File: src/rtl/uart_autobaud.sv
// Measures a 0x55 sync character on RX and reports the UART clocks-per-bit.
// Optional AUTOBAUD_GLITCH_FILTER_EN adds a 3-sample majority filter on the synchronized RX.
module uart_autobaud #(
    parameter int CNT_W = 19
) (
    input  logic        wb_clk_i,
    input  logic        wb_rst_i,
    input  logic        uart_rx_i,
    input  logic        start_i,
    input  logic [15:0] la_cpb_i,
    output logic [15:0] clks_per_bit_o,
    output logic        cpb_valid_o,
    output logic        busy_o,
    output logic        err_o,
    output logic        rx_sync_o
);

    typedef enum logic [2:0] {IDLE, ARM, WAIT_START, MEASURE, DONE} state_t;

    state_t           state_q, state_d;
    logic [CNT_W-1:0] c_q, c_d;
    logic [2:0]       e_q, e_d;
    logic [15:0]      r_q, r_d;
    logic             valid_q, valid_d;
    logic             busy_q, busy_d;
    logic             err_q, err_d;
    logic             sync1_q, sync1_d;
    logic             sync2_q, sync2_d;
    logic             rxs_prev_q, rxs_prev_d;
    logic             rxs;
    logic             fall;
    logic [31:0]      r_full;
    logic             r_ok;

`ifdef AUTOBAUD_GLITCH_FILTER_EN
    logic hist1_q, hist1_d;
    logic hist2_q, hist2_d;

    assign hist1_d = sync2_q;
    assign hist2_d = hist1_q;
    assign rxs     = (sync2_q & hist1_q) | (sync2_q & hist2_q) | (hist1_q & hist2_q);

    always_ff @(posedge wb_clk_i or posedge wb_rst_i) begin
        if (wb_rst_i) begin
            hist1_q <= 1'b1;
            hist2_q <= 1'b1;
        end else begin
            hist1_q <= hist1_d;
            hist2_q <= hist2_d;
        end
    end
`else
    assign rxs = sync2_q;
`endif

    assign sync1_d    = uart_rx_i;
    assign sync2_d    = sync1_q;
    assign rxs_prev_d = rxs;
    assign fall       = ~rxs & rxs_prev_q;

    // Rounded divide by 8: C spans eight bit-times between the 1st and 5th falling edges.
    assign r_full = 32'({1'b0, c_q} + (CNT_W+1)'(4)) >> 3;
    assign r_ok   = (r_full >= 32'd4) && (r_full <= 32'h0000_FFFF);

    always_comb begin
        state_d = state_q;
        c_d     = c_q;
        e_d     = e_q;
        r_d     = r_q;
        valid_d = valid_q;
        err_d   = err_q;
        case (state_q)
            IDLE, DONE: begin
                if (start_i) begin
                    state_d = ARM;
                    valid_d = 1'b0;
                    err_d   = 1'b0;
                end
            end
            ARM: begin
                // Wait for an idle-high line so a line already low is not a start edge.
                if (rxs) state_d = WAIT_START;
            end
            WAIT_START: begin
                if (fall) begin
                    state_d = MEASURE;
                    c_d     = CNT_W'(1);
                    e_d     = 3'd1;
                end
            end
            MEASURE: begin
                if (fall && (e_q == 3'd4)) begin
                    e_d = 3'd5;
                    if (r_ok) begin
                        r_d     = r_full[15:0];
                        valid_d = 1'b1;
                        state_d = DONE;
                    end else begin
                        err_d   = 1'b1;
                        state_d = IDLE;
                    end
                end else if (c_q == '1) begin
                    err_d   = 1'b1;
                    state_d = IDLE;
                end else begin
                    c_d = c_q + CNT_W'(1);
                    if (fall) e_d = e_q + 3'd1;
                end
            end
            default: state_d = IDLE;
        endcase
        busy_d = (state_d == ARM) || (state_d == WAIT_START) || (state_d == MEASURE);
    end

    always_ff @(posedge wb_clk_i or posedge wb_rst_i) begin
        if (wb_rst_i) begin
            state_q    <= IDLE;
            c_q        <= '0;
            e_q        <= '0;
            r_q        <= '0;
            valid_q    <= 1'b0;
            busy_q     <= 1'b0;
            err_q      <= 1'b0;
            sync1_q    <= 1'b1;
            sync2_q    <= 1'b1;
            rxs_prev_q <= 1'b1;
        end else begin
            state_q    <= state_d;
            c_q        <= c_d;
            e_q        <= e_d;
            r_q        <= r_d;
            valid_q    <= valid_d;
            busy_q     <= busy_d;
            err_q      <= err_d;
            sync1_q    <= sync1_d;
            sync2_q    <= sync2_d;
            rxs_prev_q <= rxs_prev_d;
        end
    end

    assign clks_per_bit_o = valid_q ? r_q : la_cpb_i;
    assign cpb_valid_o    = valid_q;
    assign busy_o         = busy_q;
    assign err_o          = err_q;
    assign rx_sync_o      = rxs;

endmodule

File: config.mk
export PLATFORM = sky130hd
export DESIGN_NAME = uart_autobaud
export DESIGN_NICKNAME = d
export VERILOG_FILES = /design/src/rtl/uart_autobaud.sv
export SDC_FILE = /design/constraint.sdc
export NUM_CORES = 1
export LEC_CHECK = 0
export CORE_ASPECT_RATIO = 1.4
export CORE_UTILIZATION = 40
export CTS_BUF_LIST = sky130_fd_sc_hd__clkbuf_4
export DETAILED_ROUTE_END_ITERATION = 7
export GPL_ROUTABILITY_DRIVEN = 1
export PLACE_DENSITY = 0.64
export SYNTH_ARGS = -nofsm -noshare
export SYNTH_HDL_FRONTEND = slang
export SYNTH_SLANG_ARGS = --single-unit
File: constraint.sdc
create_clock -name wb_clk_i -period 3.4 [get_ports wb_clk_i]
set_input_delay 0.68 -clock wb_clk_i [delete_from_list [all_inputs] [get_ports wb_clk_i]]
set_output_delay 0.68 -clock wb_clk_i [all_outputs]
set_load 0.01 [all_outputs]
# After elaboration in Yosys (flattened, before gate mapping)
# Cells that the tools add are included.
dict set report word_totals {
  ff_bits 47
  inputBits 20
  out_inout_bits 20
  wordCells 74
}
dict set report classes {
  n_addsub 3
  magnitude_cmp 2
  n_eq_ne 19
  mux 25
  n_bitwise 2
  n_reduce_logical 13
}
# operator count
set ops {}
lappend ops {{two-way mux 19 bit} 3}
lappend ops {{case mux 19 bit (2 select lines)} 1}
lappend ops {{two-way mux 3 bit} 10}
lappend ops {{adder 19 x 3 -> 20 bit, second input constant} 1}
lappend ops {{adder 19 x 1 -> 19 bit, second input constant} 1}
lappend ops {{equality test 19 bit, second input constant} 1}
lappend ops {{>= comparator 17 x 3 -> 1 bit, second input constant} 1}
lappend ops {{<= comparator 17 x 16 -> 1 bit, second input constant} 1}
lappend ops {{two-way mux 16 bit} 1}
lappend ops {{AND reduction 4 bit} 4}
lappend ops {{equality test 3 x 2 -> 1 bit, second input constant} 4}
lappend ops {{!= test 2 bit, second input constant} 6}
lappend ops {{!= test 3 bit, second input constant} 4}
lappend ops {{case mux 3 bit (4 select lines)} 1}
lappend ops {{equality test 3 x 1 -> 1 bit, second input constant} 2}
lappend ops {{equality test 3 bit, second input constant} 2}
lappend ops {{two-way mux 1 bit} 6}
lappend ops {{case mux 3 bit (2 select lines)} 1}
lappend ops {{case mux 1 bit (2 select lines)} 2}
lappend ops {{nonzero test 2 bit} 2}
lappend ops {{adder 3 x 1 -> 3 bit, second input constant} 1}
lappend ops {{zero test 3 bit} 1}
lappend ops {{AND reduction 3 bit} 1}
lappend ops {{logical AND 1 bit} 2}
lappend ops {{4 further kinds} 5}

# Longest topological paths before layout
dict set report depth {
  ltp_word 9
  ltp_mapped 10
  ltp_nobuf 8
}

# Worst setup path after synthesis
# OpenSTA, ideal clock, no wires.
dict set report synth_path {
  path_kind {register to register}
  from {register c_q[3]}
  to {register r_q[0]}
  setup_time_ns 0.125
  t_arrival_ns 2.580
  required_ns 3.275
  setup_slack_ns 0.695
  stages_incl_launch_ff 10
  n_path_buf 2
  synth_period_minus_slack_ns 2.705
  path_cell_list {dfrtp_1 > ha_1 > nand4_1 > or2_2 > xnor2_1 > a2111o_1 > o31a_1 > buf_6 > buf_12 > mux2_4}
}
dict set report synth_between {
  elab_chain_cells 4
  elab_cells_between_ends 5
  classes_between {1 x add/sub; 2 x order compare; 2 x reduce/logical}
}
# item line_no
set synth_rtl {}
lappend synth_rtl {{start, declared} 21} ;# logic [CNT_W-1:0] c_q, c_d;
lappend synth_rtl {{start signal, assigned} 118} ;# c_q <= '0;
lappend synth_rtl {{start signal, assigned} 129} ;# c_q <= c_d;
lappend synth_rtl {{adder 19 x 3 -> 20 bit (*)} 62} ;# assign r_full = 32'({1'b0, c_q} + (CNT_W+1)'(4)) >> 3;
lappend synth_rtl {{>= comparator 17 x 3 -> 1 bit or <= comparator 17 x 16 -> 1 bit (tied branches)} 63} ;# assign r_ok = (r_full >= 32'd4) && (r_full <= 32'h0000_FFFF);
lappend synth_rtl {{logical AND 1 bit} 63}
lappend synth_rtl {{AND reduction 3 bit (no source line)} -}
lappend synth_rtl {{end signal, assigned} 131} ;# r_q <= r_d;
lappend synth_rtl {{end, declared} 23} ;# logic [15:0] r_q, r_d;
# Every way passes the cells marked *; elsewhere a longest branch is shown, timed or not.
# A chain may end at the register's enable or synchronous reset.

# Worst setup path after layout
dict set report layout_path {
  from {register c_q[3]}
  to {register r_q[5]}
}
# Same word-level chain as after synthesis.

==> out/qor.csv <==
stage;metric;value;unit
outcome;outcome;complete, no violations;
worst_setup_path;Worst Path Required;3.66;ns
place;port bufs;39;
cts;number of buffers created by CTS;5;
timing;Tcrit/Tclk final;90.6;%
layout;final instance area;3350;um2
timing;Period minus WS final;3.08;ns
timing;RSZ-0062 raised after global routing;false;
timing;clock skew;0.0118;ns
floorplanning;row cnt;36;
floorplanning;die area;7470;um2
place;HPWL Detailed;4300;um
synthesis;synth top area cells;dfrtp_1 39%, mux2_2 9.1%, xnor2_1 4.3%;
timing;Fin. Hold Viols;0;
synthesis;synthesized net count;314;
flow_run;total of max-cap violations;0;
worst_setup_path;Worst EP arrival;3.34;ns
layout;share of post-route cells with drive strength above 1;17.8;%
timing;Setup TNS;0;ns
synthesis;Yosys top cell area share;38.6;%
worst_setup_path;Max Fanout on Critical Path;16;
layout;# fillers;686;
synthesis;sequential fraction of the synthesis area;41.4;%
timing;final setup violating endpoints;0;
detailed_routing;Via density;5.35;
grt;vias in the first global route;2195;
cts;Clock Tree Buf Depth;2;
timing;Final Slew Violations;0;
place;GPL Wtd Cong;0.859;
grt;largest net degree at the start of global routing;48;
cts;hold buffers post-CTS;0;
floorplanning;initial cell density of the core;41.1;%
timing;fmax;0.325;GHz
worst_setup_path;Worst setup EP type;register;
synthesis;syn_area_per_cell;9.82;um2
worst_setup_path;Worst Setup Start Kind;register;
grt;initial antenna violation count;0;
power_and_ir_drop;PwrDens;416;nW/um2
cts;post-CTS sizing;0;
cts;CTS tree;built;
synthesis;Synth Instances;290;
layout;NumNets Final;344;
synthesis;leading area contributor after synthesis;dfrtp_1;
floorplanning;die height;102;um
synthesis;most common flop cell mapped by yosys;dfrtp_1;
synthesis;Async SR Flop Fraction;100;%
detailed_routing;Post-Route WL;6000;um
cts;Clk pin slew, worst setup/hold paths;0.14;ns
power_and_ir_drop;leak pwr;1.43;nW
grt;first-pass GRT wire length;10300;um
synthesis;Mapped Area;2850;um2
timing;Slew HR;34.1;%
layout;ANT cells;0;
worst_setup_path;Crit Path Category;register to register;
synthesis;Netlist cell types;51;
cts;number of clock sinks;47;
detailed_routing;Routed Antenna Nets;0;
cts;Setup Buffers After CTS;0;
cts;H-tree Lvls;2;
grt;overall routing resource usage;17.9;%
floorplanning;io pins;40;
floorplanning;core area;6940;um2
timing;measured slew at the worst slew-check pin;0.988;ns
place;Post-DP Area;3270;um2
synthesis;EDFF count, synth;0;
detailed_routing;initial drt markers;97;
grt;grt ovf;0;
synthesis;Seq cells post-synth;47;
detailed_routing;DR pass1 iterations;4;
detailed_routing;DR WL/cell;14.4;um
cts;worst-skew pair later-pin latency;0.36;ns
synthesis;Ys Warns;0;
cts;CTS root buffer;clkbuf_4;
worst_hold_path;Worst Hold Class;register to register;
detailed_routing;Via Count;2224;
floorplanning;Die Width;73.3;um
power_and_ir_drop;Peak supply drop;0.000224;V
detailed_routing;DRC viols;0;
layout;Area Growth Syn to Fin;17.5;%
-- synthesized netlist by cell type, types with 9 or more instances --
master   instances
nor2_1          27
o21ai_0         13
a21oi_1         10
nor3_1           9
xnor2_1         14
xor2_1          14
nand2_1         19
nand3_1         10
mux2_2          23
inv_1           11
dfrtp_1         44
buf_2            9
-- registers in the layout (all words and copies together), names as in the netlist --
register / count
busy_o: 1
sync1_q: 1
err_o: 1
c_q: 19
state_q: 3
e_q: 3
rx_sync_o: 1
r_q: 16
cpb_valid_o: 1
rxs_prev_q: 1
-- metal layers --
metal | track usage [%] | wire length, um | vias to the layer above | part of all wire [%]
met3 | 3.16 | 154 | 10 | 2.6
met4 | 6.51 | 116 | 0 | 1.9
li1 | - | - | 1078 | -
met1 | 21.0 | 2600 | 1096 | 43
met2 | 32.2 | 3120 | 40 | 52
met5 | 0 | 0 | - | 0
-- cell usage in the layout, fill, tap and decap left out, drive strengths merged, types with 3 or more instances in the layout --
| cell type | netlist | layout |
|---|---|---|
| a21oi | 10 | 10 |
| a31o | 3 | 3 |
| a31oi | 3 | 3 |
| buf | 13 | 3 |
| clkbuf | 6 | 5 |
| clkdlybuf4s50 | 0 | 39 |
| dfrtp | 44 | 44 |
| dfstp | 3 | 3 |
| ha | 4 | 4 |
| inv | 11 | 11 |
| mux2 | 30 | 30 |
| nand2 | 19 | 19 |
| nand3 | 12 | 12 |
| nand4 | 8 | 8 |
| nor2 | 27 | 27 |
| nor2b | 3 | 3 |
| nor3 | 10 | 10 |
| nor4 | 3 | 3 |
| o2111ai | 3 | 3 |
| o21ai | 16 | 16 |
| or2 | 5 | 5 |
| or3 | 7 | 7 |
| xnor2 | 14 | 14 |
| xor2 | 14 | 14 |
-- where the power goes --
part / internal [mW] / switching [mW]
Sequential: 0.623 / 0.0563
Combinational: 0.159 / 0.217
Clock: 0.152 / 0.185
Total: 0.934 / 0.458
-- worst paths after layout --
kind / to / slack [ns] / depth (start not counted) / from
min in group asynchronous: r_q[1] / 0.85 / 2 / wb_rst_i
worst max register to register: r_q[5] / 0.32 / 7 / c_q[3]
worst min-delay path: rx_sync_o / 0.37 / 0 / sync1_q
max in group asynchronous: r_q[11] / 1.94 / 2 / wb_rst_i
worst min register to register: rx_sync_o / 0.37 / 0 / sync1_q
worst max-delay path: r_q[5] / 0.32 / 7 / c_q[3]
-- per-stage QoR --
stage                     setup slack (ns)  power (mW)  hold WS, ns  cells  utilization [%]
after global placement               0.409        1.07        0.347    408             47.2
final                                0.321        1.39        0.366    416             48.3
after CTS                            0.302        1.41        0.368    416             48.3
after floorplan                      0.695       0.930        0.345    290                -
after global routing                0.0247        1.49        0.369    416             48.3
after detailed placement             0.348        1.07        0.348    408             47.2
-- worst max-delay path, stage by stage, from the launching register on --
cell,delay (ns)
dfrtp_1,0.44
ha_1,0.33
nand4_1,0.25
or2_2,0.39
xnor2_1,0.15
a2111o_1,0.45
o31a_1,0.57
mux2_4,0.39
-- cell type report --
cell class                      count  area [um2]  share of cell area (%)
Tap cell                           95         119                    3.55
Clock inverter                      3        38.8                    1.16
Clock buffer                        5        37.5                    1.12
Timing Repair Buffer               42         413                    12.3
Multi-Input combinational cell    213        1520                    45.3
Inverter                           11        41.3                    1.23
Sequential cell                    47        1180                    35.3
-- cells by family (layout without fill, tap and decap cells) --
| logic type | count (synthesis) | in the layout | synth area share [%] |
|---|---|---|---|
| buf+inv | 30 | 61 | 5.31 |
| compound gates | 47 | 47 | 10.7 |
| fa+ha+maj | 4 | 4 | 1.76 |
| xor+xnor | 28 | 28 | 8.61 |
| simple gates | 104 | 104 | 19.5 |
| flops | 47 | 47 | 41.4 |
| mux | 30 | 30 | 12.8 |
(Power assumes the default switching activity.)
